**config.mk**
```make
export PLATFORM = sky130hd
export DESIGN_NAME = byte_decode_stream
export DESIGN_NICKNAME = d
export VERILOG_FILES = /design/src/rtl/byte_decode_stream.sv
export SDC_FILE = /design/constraint.sdc
export NUM_CORES = 1
export LEC_CHECK = 0
export CORE_MARGIN = 4
export CORE_UTILIZATION = 55
export CTS_CLUSTER_SIZE = 25
export DETAILED_ROUTE_END_ITERATION = 16
export PLACE_DENSITY = 0.79
export RECOVER_POWER = 100
export SETUP_SLACK_MARGIN = 0.2
export SLEW_MARGIN = 10
export SYNTH_ARGS = -nofsm -noshare
export SYNTH_HDL_FRONTEND = slang
export SYNTH_SLANG_ARGS = --single-unit
```
**constraint.sdc**
```tcl
create_clock -name clk_i -period 4 [get_ports clk_i]
set_clock_uncertainty 0.15 [all_clocks]
set_input_delay 0.8 -clock clk_i [delete_from_list [all_inputs] [get_ports clk_i]]
set_output_delay 0.8 -clock clk_i [all_outputs]
set_load 0.005 [all_outputs]
```
**src/rtl/byte_decode_stream.sv**
```systemverilog
// Streaming ML-KEM ByteDecode_d: consumes 32*d input bytes as beats and emits
// 256 d-bit coefficients one per handshake, reducing mod 3329 when d = 12.
module byte_decode_stream #(
   parameter int IN_BYTES = 4,
   parameter int BUF_W    = 8*IN_BYTES+12
) (
   input  logic                  clk_i,
   input  logic                  rst_ni,
   input  logic                  start_i,
   input  logic [3:0]            d_i,
   input  logic                  abort_i,
   output logic                  busy_o,
   output logic                  done_o,
   output logic                  err_o,
   input  logic                  in_valid_i,
   input  logic [8*IN_BYTES-1:0] in_data_i,
   output logic                  in_ready_o,
   output logic                  out_valid_o,
   output logic [11:0]           out_data_o,
   output logic [7:0]            out_idx_o,
   input  logic                  out_ready_i
);

   localparam int IN_W = 8*IN_BYTES;
   localparam int FW   = $clog2(BUF_W+1);
   localparam int SH   = $clog2(IN_BYTES);

   localparam logic [1:0] S_IDLE = 2'd0;
   localparam logic [1:0] S_RUN  = 2'd1;
   localparam logic [1:0] S_DONE = 2'd2;

   logic [1:0]       state_q;
   logic [3:0]       d_q;
   logic [8:0]       beats_left_q;
   logic [FW-1:0]    fill_q;
   logic [BUF_W-1:0] buf_q;
   logic [7:0]       coef_cnt_q;
   logic             out_valid_q;
   logic [11:0]      out_data_q;
   logic [7:0]       out_idx_q;
   logic             err_q;

   logic             d_ok;
   logic [FW-1:0]    d_ext;
   logic             out_fire;
   logic             in_fire;
   logic             pop;
   logic             last_fire;
   logic [BUF_W-1:0] buf_shift;
   logic [BUF_W-1:0] buf_next;
   logic [FW-1:0]    fill_pop;
   logic [FW-1:0]    fill_next;
   logic [11:0]      raw;
   logic [11:0]      coef;

   assign d_ok       = (d_i != 4'd0) && (d_i <= 4'd12);
   assign d_ext      = FW'(d_q);
   assign out_fire   = out_valid_q && out_ready_i;
   assign in_ready_o = (state_q == S_RUN) && (beats_left_q != '0) &&
                       (fill_q <= FW'(BUF_W-IN_W));
   assign in_fire    = in_valid_i && in_ready_o;
   assign pop        = (state_q == S_RUN) && (fill_q >= d_ext) &&
                       (!out_valid_q || out_fire);
   assign last_fire  = out_fire && (out_idx_q == 8'd255);

   // Pop is applied first so a same-cycle beat lands at fill - d.
   always_comb begin
      buf_shift = pop ? (buf_q >> d_q) : buf_q;
      fill_pop  = pop ? (fill_q - d_ext) : fill_q;
      buf_next  = buf_shift;
      fill_next = fill_pop;
      if (in_fire) begin
         buf_next  = buf_shift | (BUF_W'(in_data_i) << fill_pop);
         fill_next = fill_pop + FW'(IN_W);
      end
   end

   assign raw  = buf_q[11:0] & ~(12'hFFF << d_q);
   assign coef = ((d_q == 4'd12) && (raw >= 12'd3329)) ? (raw - 12'd3329) : raw;

   always_ff @(posedge clk_i or negedge rst_ni) begin
      if (!rst_ni) begin
         state_q      <= S_IDLE;
         d_q          <= '0;
         beats_left_q <= '0;
         fill_q       <= '0;
         buf_q        <= '0;
         coef_cnt_q   <= '0;
         out_valid_q  <= 1'b0;
         out_data_q   <= '0;
         out_idx_q    <= '0;
         err_q        <= 1'b0;
      end else begin
         err_q <= 1'b0;
         case (state_q)
            S_IDLE: begin
               if (start_i) begin
                  if (d_ok) begin
                     d_q          <= d_i;
                     beats_left_q <= 9'(({5'b0, d_i} << 5) >> SH);
                     fill_q       <= '0;
                     buf_q        <= '0;
                     coef_cnt_q   <= '0;
                     out_valid_q  <= 1'b0;
                     out_data_q   <= '0;
                     out_idx_q    <= '0;
                     state_q      <= S_RUN;
                  end else begin
                     err_q <= 1'b1;
                  end
               end
            end
            S_RUN: begin
               if (abort_i) begin
                  state_q      <= S_IDLE;
                  out_valid_q  <= 1'b0;
                  fill_q       <= '0;
                  buf_q        <= '0;
                  beats_left_q <= '0;
                  coef_cnt_q   <= '0;
               end else begin
                  buf_q  <= buf_next;
                  fill_q <= fill_next;
                  if (in_fire) beats_left_q <= beats_left_q - 9'd1;
                  if (pop) begin
                     out_valid_q <= 1'b1;
                     out_data_q  <= coef;
                     out_idx_q   <= coef_cnt_q;
                     coef_cnt_q  <= coef_cnt_q + 8'd1;
                  end else if (out_fire) begin
                     out_valid_q <= 1'b0;
                  end
                  if (last_fire) state_q <= S_DONE;
               end
            end
            S_DONE:  state_q <= S_IDLE;
            default: state_q <= S_IDLE;
         endcase
      end
   end

   assign busy_o      = (state_q == S_RUN) || (state_q == S_DONE);
   assign done_o      = (state_q == S_DONE);
   assign err_o       = err_q;
   assign out_valid_o = out_valid_q;
   assign out_data_o  = out_data_q;
   assign out_idx_o   = out_idx_q;

endmodule

```
# Word-level counts from Yosys, hierarchy flattened
# Cells that the tools add are included.
# word_totals
regBits	95
latchBits	0
ram_bits	0
mem_bits_ro	0
output_inout_bits	25
elab_cells	105
memories	0
# op_classes
addsub	5
mul	0
div	0
order_cmp	4
eq_ne	12
shift	3
n_mux	45
bitwise	3
reduce_logical	23
# op_table
operator	count
two-way mux 44 bit	5
one-hot mux 44 bit (2 select lines)	1
two-way mux 12 bit	5
two-way mux 8 bit	6
OR 44 bit	1
<< shifter 32 x 6 -> 44 bit	1
right shift 44 x 4 -> 44 bit	1
two-way mux 9 bit	4
one-hot mux 8 bit (2 select lines)	2
two-way mux 6 bit	5
one-hot mux 12 bit (2 select lines)	1
one-hot mux 9 bit (2 select lines)	1
AND 12 bit	1
greater-or-equal comparator 12 bit, second input constant	1
inverter 12 bit	1
one-hot mux 6 bit (2 select lines)	1
AND reduction 4 bit	3
<< shifter 12 x 4 -> 12 bit, first input constant	1
subtractor 12 bit, second input constant	1
logical AND 1 bit	9
!= test 3 bit, second input constant	3
AND reduction 3 bit	3
nonzero test 9 bit	1
subtractor 9 x 1 -> 9 bit, second input constant	1
other kinds (22)	36

# Longest topological paths before layout
# logic_depth
ltp_word	9
depth_mapped	18
ltp_nobuf	13

# Worst setup path after synthesis
# OpenSTA, ideal clock, no wires.
# synth_path
kind	register to register
from	register d_q[2]
to	register buf_q[23]
setup_time_ns	0.138
t_arrival_ns	3.873
slack_ns	-0.161
path_stages_with_launch	17
path_buffers	5
synth_period_minus_slack_ns	4.161
cell_sequence	dfrtp_1 > clkbuf_1 > inv_2 > buf_1 > clkbuf_1 > ha_1 > a21o_1 > a211oi_4 > o21ai_2 > nand2_2 > buf_6 > buf_6 > mux2i_1 > mux2i_1 > mux2_2 > a222oi_1 > o21ai_0
# synth_via
elab_chain_cells	9
# synth_rtl
item	line_no	text
start: declaration	33	logic [3:0] d_q;
start signal: assignment	99	d_q <= d_i;
greater-or-equal comparator 6 x 4 -> 1 bit	62	assign pop = (state_q == S_RUN) && (fill_q >= d_ext) &&
logical AND 1 bit (2 in series)	62	
two-way mux 6 bit	69	fill_pop = pop ? (fill_q - d_ext) : fill_q;
<< shifter 32 x 6 -> 44 bit	73	buf_next = buf_shift | (BUF_W'(in_data_i) << fill_pop);
OR 44 bit	73	
two-way mux 44 bit (*)	72	if (in_fire) begin
two-way mux 44 bit (*)	114	if (abort_i) begin
one-hot mux 44 bit (2 select lines) (*)	95	case (state_q)
end signal: assignment	122	buf_q <= buf_next;
end: declaration	36	logic [BUF_W-1:0] buf_q;
# Every way passes the cells marked *; elsewhere a longest branch is shown, timed or not.
# A chain may end at the register's enable or synchronous reset.

# Worst setup path in the final report
# layout_path
from	input d_i[3]
to	register buf_q[13]
# layout_via
elab_chain_cells	4
# layout_rtl
item	line_no	text
start: declaration	10	input logic [3:0] d_i,
less-or-equal comparator 4 bit or nonzero test 4 bit (tied branches)	56	assign d_ok = (d_i != 4'd0) && (d_i <= 4'd12);
logical AND 1 bit (*)	56	
!= test 2 bit (no line) (*)	--	
AND reduction 3 bit (no line) (*)	--	
# Marks and branches as above.

==> flow_summary_export.csv <==
group,metric,value,unit
status,status,"complete, no violations",
sta,rsz0062_at_grt,"no",
yosys,netlist.area_leader.share,26.48,%
yosys,synthCells,1087,
yosys,synth_top_family_by_area,"compound AO/OA/AOI/OAI gates",
clock_tree,clockBufferDepth,2,
finish,diodes,0,
yosys,synth_adder_area_share,1.756,%
sta,relSlewSlack,7.904,%
yosys,synth-compound-area-share,27.98,%
worst_setup_path,crit_fanout,17,
yosys,synthSimpleGateAreaFrac,16.68,%
worst_setup_path,required,4.12,ns
yosys,yosys_warnings,0,
sta,hold_violations,0,
placed_design,io_buffers,66,
yosys,ys_seq_area_share,26.48,%
global_routing,grt.met2_usage,55.25,%
die,core_area,0.01594,mm2
worst_setup_path,crit_path_end_kind,"flop",
yosys,synthDistinctLibCells,78,
die,rows,46,
yosys,synth_xor_area_share,1.756,%
worst_setup_path,critical_path_class,"input pin to flop",
worst_setup_path,cp-start-kind,"input pin",
routing,wl_per_cell,23.26,um
global_routing,antenna_found_initial,0,
global_routing,grt_use_met1,44.91,%
routing,firstDrtPassIters,8,
yosys,yosysMostFrequentCell,"nand2_1",
hold_path,hold_class,"input pin to asynchronous set/reset pin",
routing,vias,9763,
placed_design,place_congestion,1.038,
clock_tree,htreeDepth,3,
finish,area_growth_syn_to_layout,20.81,%
global_routing,grt_pass1_wl,49960,um
routing,routed_via_density,6.999,
sta,fin_crit_sh,94.55,%
flow_run,max-cap-violations,0,
yosys,syn_area,0.008979,mm2
placed_design,pre_cts_ws,0.007289,ns
sta,slew_viol_final,0,
yosys,synthMuxAreaShare,20.68,%
global_routing,grt.busiest_layer,"met2",
global_routing,grt_pass1_vias,9070,
die,dieHeight,135.8,um
finish,multi_input_area,0.006444,mm2
yosys,async_flop_share,100.0,%
clock_tree,cts_buffers,9,
die,start_util,56.32,%
routing,drc,0,
sta,worst_slack,0.2181,ns
finish,seqCellArea,0.002380,mm2
yosys,synth_edf_count,0,
yosys,synth_ff_type,"dfrtp_1",
yosys,ys_ff_latch,95,
yosys,synth_commonest_cells,"155 x nand2_1, 102 x mux2i_1, 95 x dfrtp_1",
clock_tree,postCtsHoldBufs,0,
yosys,synth_area_per_cell,8.260,um2
routing,drt-initial-drc-count,1411,
yosys,synth_area_leaders,"dfrtp_1 26%, mux2i_1 11%, nand2_1 6.5%",
global_routing,gr-usage-met3,6.166,%
die,die_w,135.8,um
finish,design_area,0.01085,mm2
placed_design,placedInstanceArea,0.01024,mm2
global_routing,gr-total-overflow,0,
yosys,synth_top_cell_by_area,"dfrtp_1",
routing,ant_nets,0,
finish,num-nets-final,1228,
routing,totalWireLength,32450,um
global_routing,grt_max_degree,63,
die,die-area,0.01843,mm2
clock_tree,cts.clk_slew.worst_paths,0.07,ns
clock_tree,worstSkewPairLatency,0.36,ns
die,ios,67,
sta,setup_viol,0,
sta,tightest_slew,1.381,ns
clock_tree,cts_tree,"done",
global_routing,track_usage,34.45,%
sta,fin_crit,3.782,ns
finish,layout-drive-gt1-share,17.30,%
yosys,synth_fp_nets,1141,
sta,clock.fmax,264.4,MHz
worst_setup_path,arrival,3.90,ns
placed_design,dp_hpwl,24340,um
finish,n_fill_cell,1330,
clock_tree,cts_sinks,95,
clock_tree,cts_root_buf,"clkbuf_16",
[timing repair]
| item | 4_1_cts | 5_1_grt |
|---|---|---|
| buffers inserted | 2 | 10 |
| resized for setup | 4 | 50 |
| pin swaps | 0 | 5 |
| setup endpoints to repair | 14 | 38 |
[cells by family after synthesis]
kind of cell	Yosys count
muxes	155
AOI/OAI and AO/OA	371
buffers and inverters	98
xor gates and xnor gates	18
DFF	95
adders and majority gates	12
and+or+nand+nor	338
[cell usage in the layout (no fill, tap or decap), types with 8 or more instances in the layout]
| master | n |
|---|---|
| a211oi_1 | 32 |
| a21o_1 | 9 |
| a21oi_1 | 83 |
| a22o_1 | 19 |
| a22oi_1 | 20 |
| a31oi_1 | 10 |
| a32oi_1 | 8 |
| and3_1 | 8 |
| buf_4 | 69 |
| clkbuf_1 | 11 |
| clkbuf_16 | 9 |
| clkdlybuf4s50_1 | 38 |
| dfrtp_1 | 93 |
| dlygate4sd3_1 | 27 |
| ha_1 | 11 |
| inv_1 | 16 |
| mux2_2 | 30 |
| mux2i_1 | 85 |
| mux2i_2 | 12 |
| mux4_2 | 21 |
| nand2_1 | 153 |
| nand3_1 | 31 |
| nand4_1 | 12 |
| nor2_1 | 80 |
| nor2b_1 | 9 |
| o211ai_1 | 14 |
| o21ai_0 | 76 |
| o22ai_1 | 13 |
| o31ai_1 | 8 |
| xor2_1 | 11 |
[sequential cells by signal, summed over array words and instances, names as in the netlist]
register and count:
coef_cnt_q 8, beats_left_q 9, out_valid_o 1, buf_q 44
out_idx_o 8, fill_q 6, err_o 1, state_q 2
out_data_o 12, d_q 4
[final timing paths]
path	start	slack, ns	end	cells after the start
max in group asynchronous	rst_ni	1.65	buf_q[34]	2
min in group clk_i	out_data_o[4]	0.33	out_data_o[4]	2
min	rst_ni	0.32	beats_left_q[0]	1
min reg2reg	out_data_o[4]	0.33	out_data_o[4]	2
max	d_i[3]	0.22	buf_q[13]	9
max reg2reg	fill_q[0]	0.29	buf_q[38]	14
[through the flow]
stage	util (%)	setup TNS, ns	instances	hold WS, ns
after global routing	68.03	0	1395	0.3497
final	68.03	0	1395	0.3245
after detailed placement	64.24	0	1367	0.3188
after global placement	64.24	-0.001274	1367	0.3100
after floorplan	-	0	1087	0.3157
after CTS	66.37	0	1385	0.3335
[critical path, stage by stage]
cell           delay (ns)
dlygate4sd3_1        0.61
or4_1                0.60
nand4_1              0.30
o21ai_0              0.24
clkbuf_1             0.27
o21ai_2              0.38
clkbuf_1             0.36
a22oi_1              0.18
o211ai_1             0.15
[final cells by class]
class / instances / share of cell area (%)
clock inverter: 6 / 0.7037
inverter: 18 / 0.6229
sequential: 95 / 21.94
clock buffer: 10 / 2.111
multi-input combinational: 894 / 59.41
tap: 216 / 2.492
timing repair buffer: 156 / 12.72
[routing by layer]
layer  vias to the layer above  wire (um)
li1                       4304          -
met1                      4614      12480
met2                       705      14950
met3                       140       3331
met4                         0       1682
met5                         -          0
Power is not shown: default switching activity piles up to over one toggle a cycle in this logic, so the estimate is an artifact.
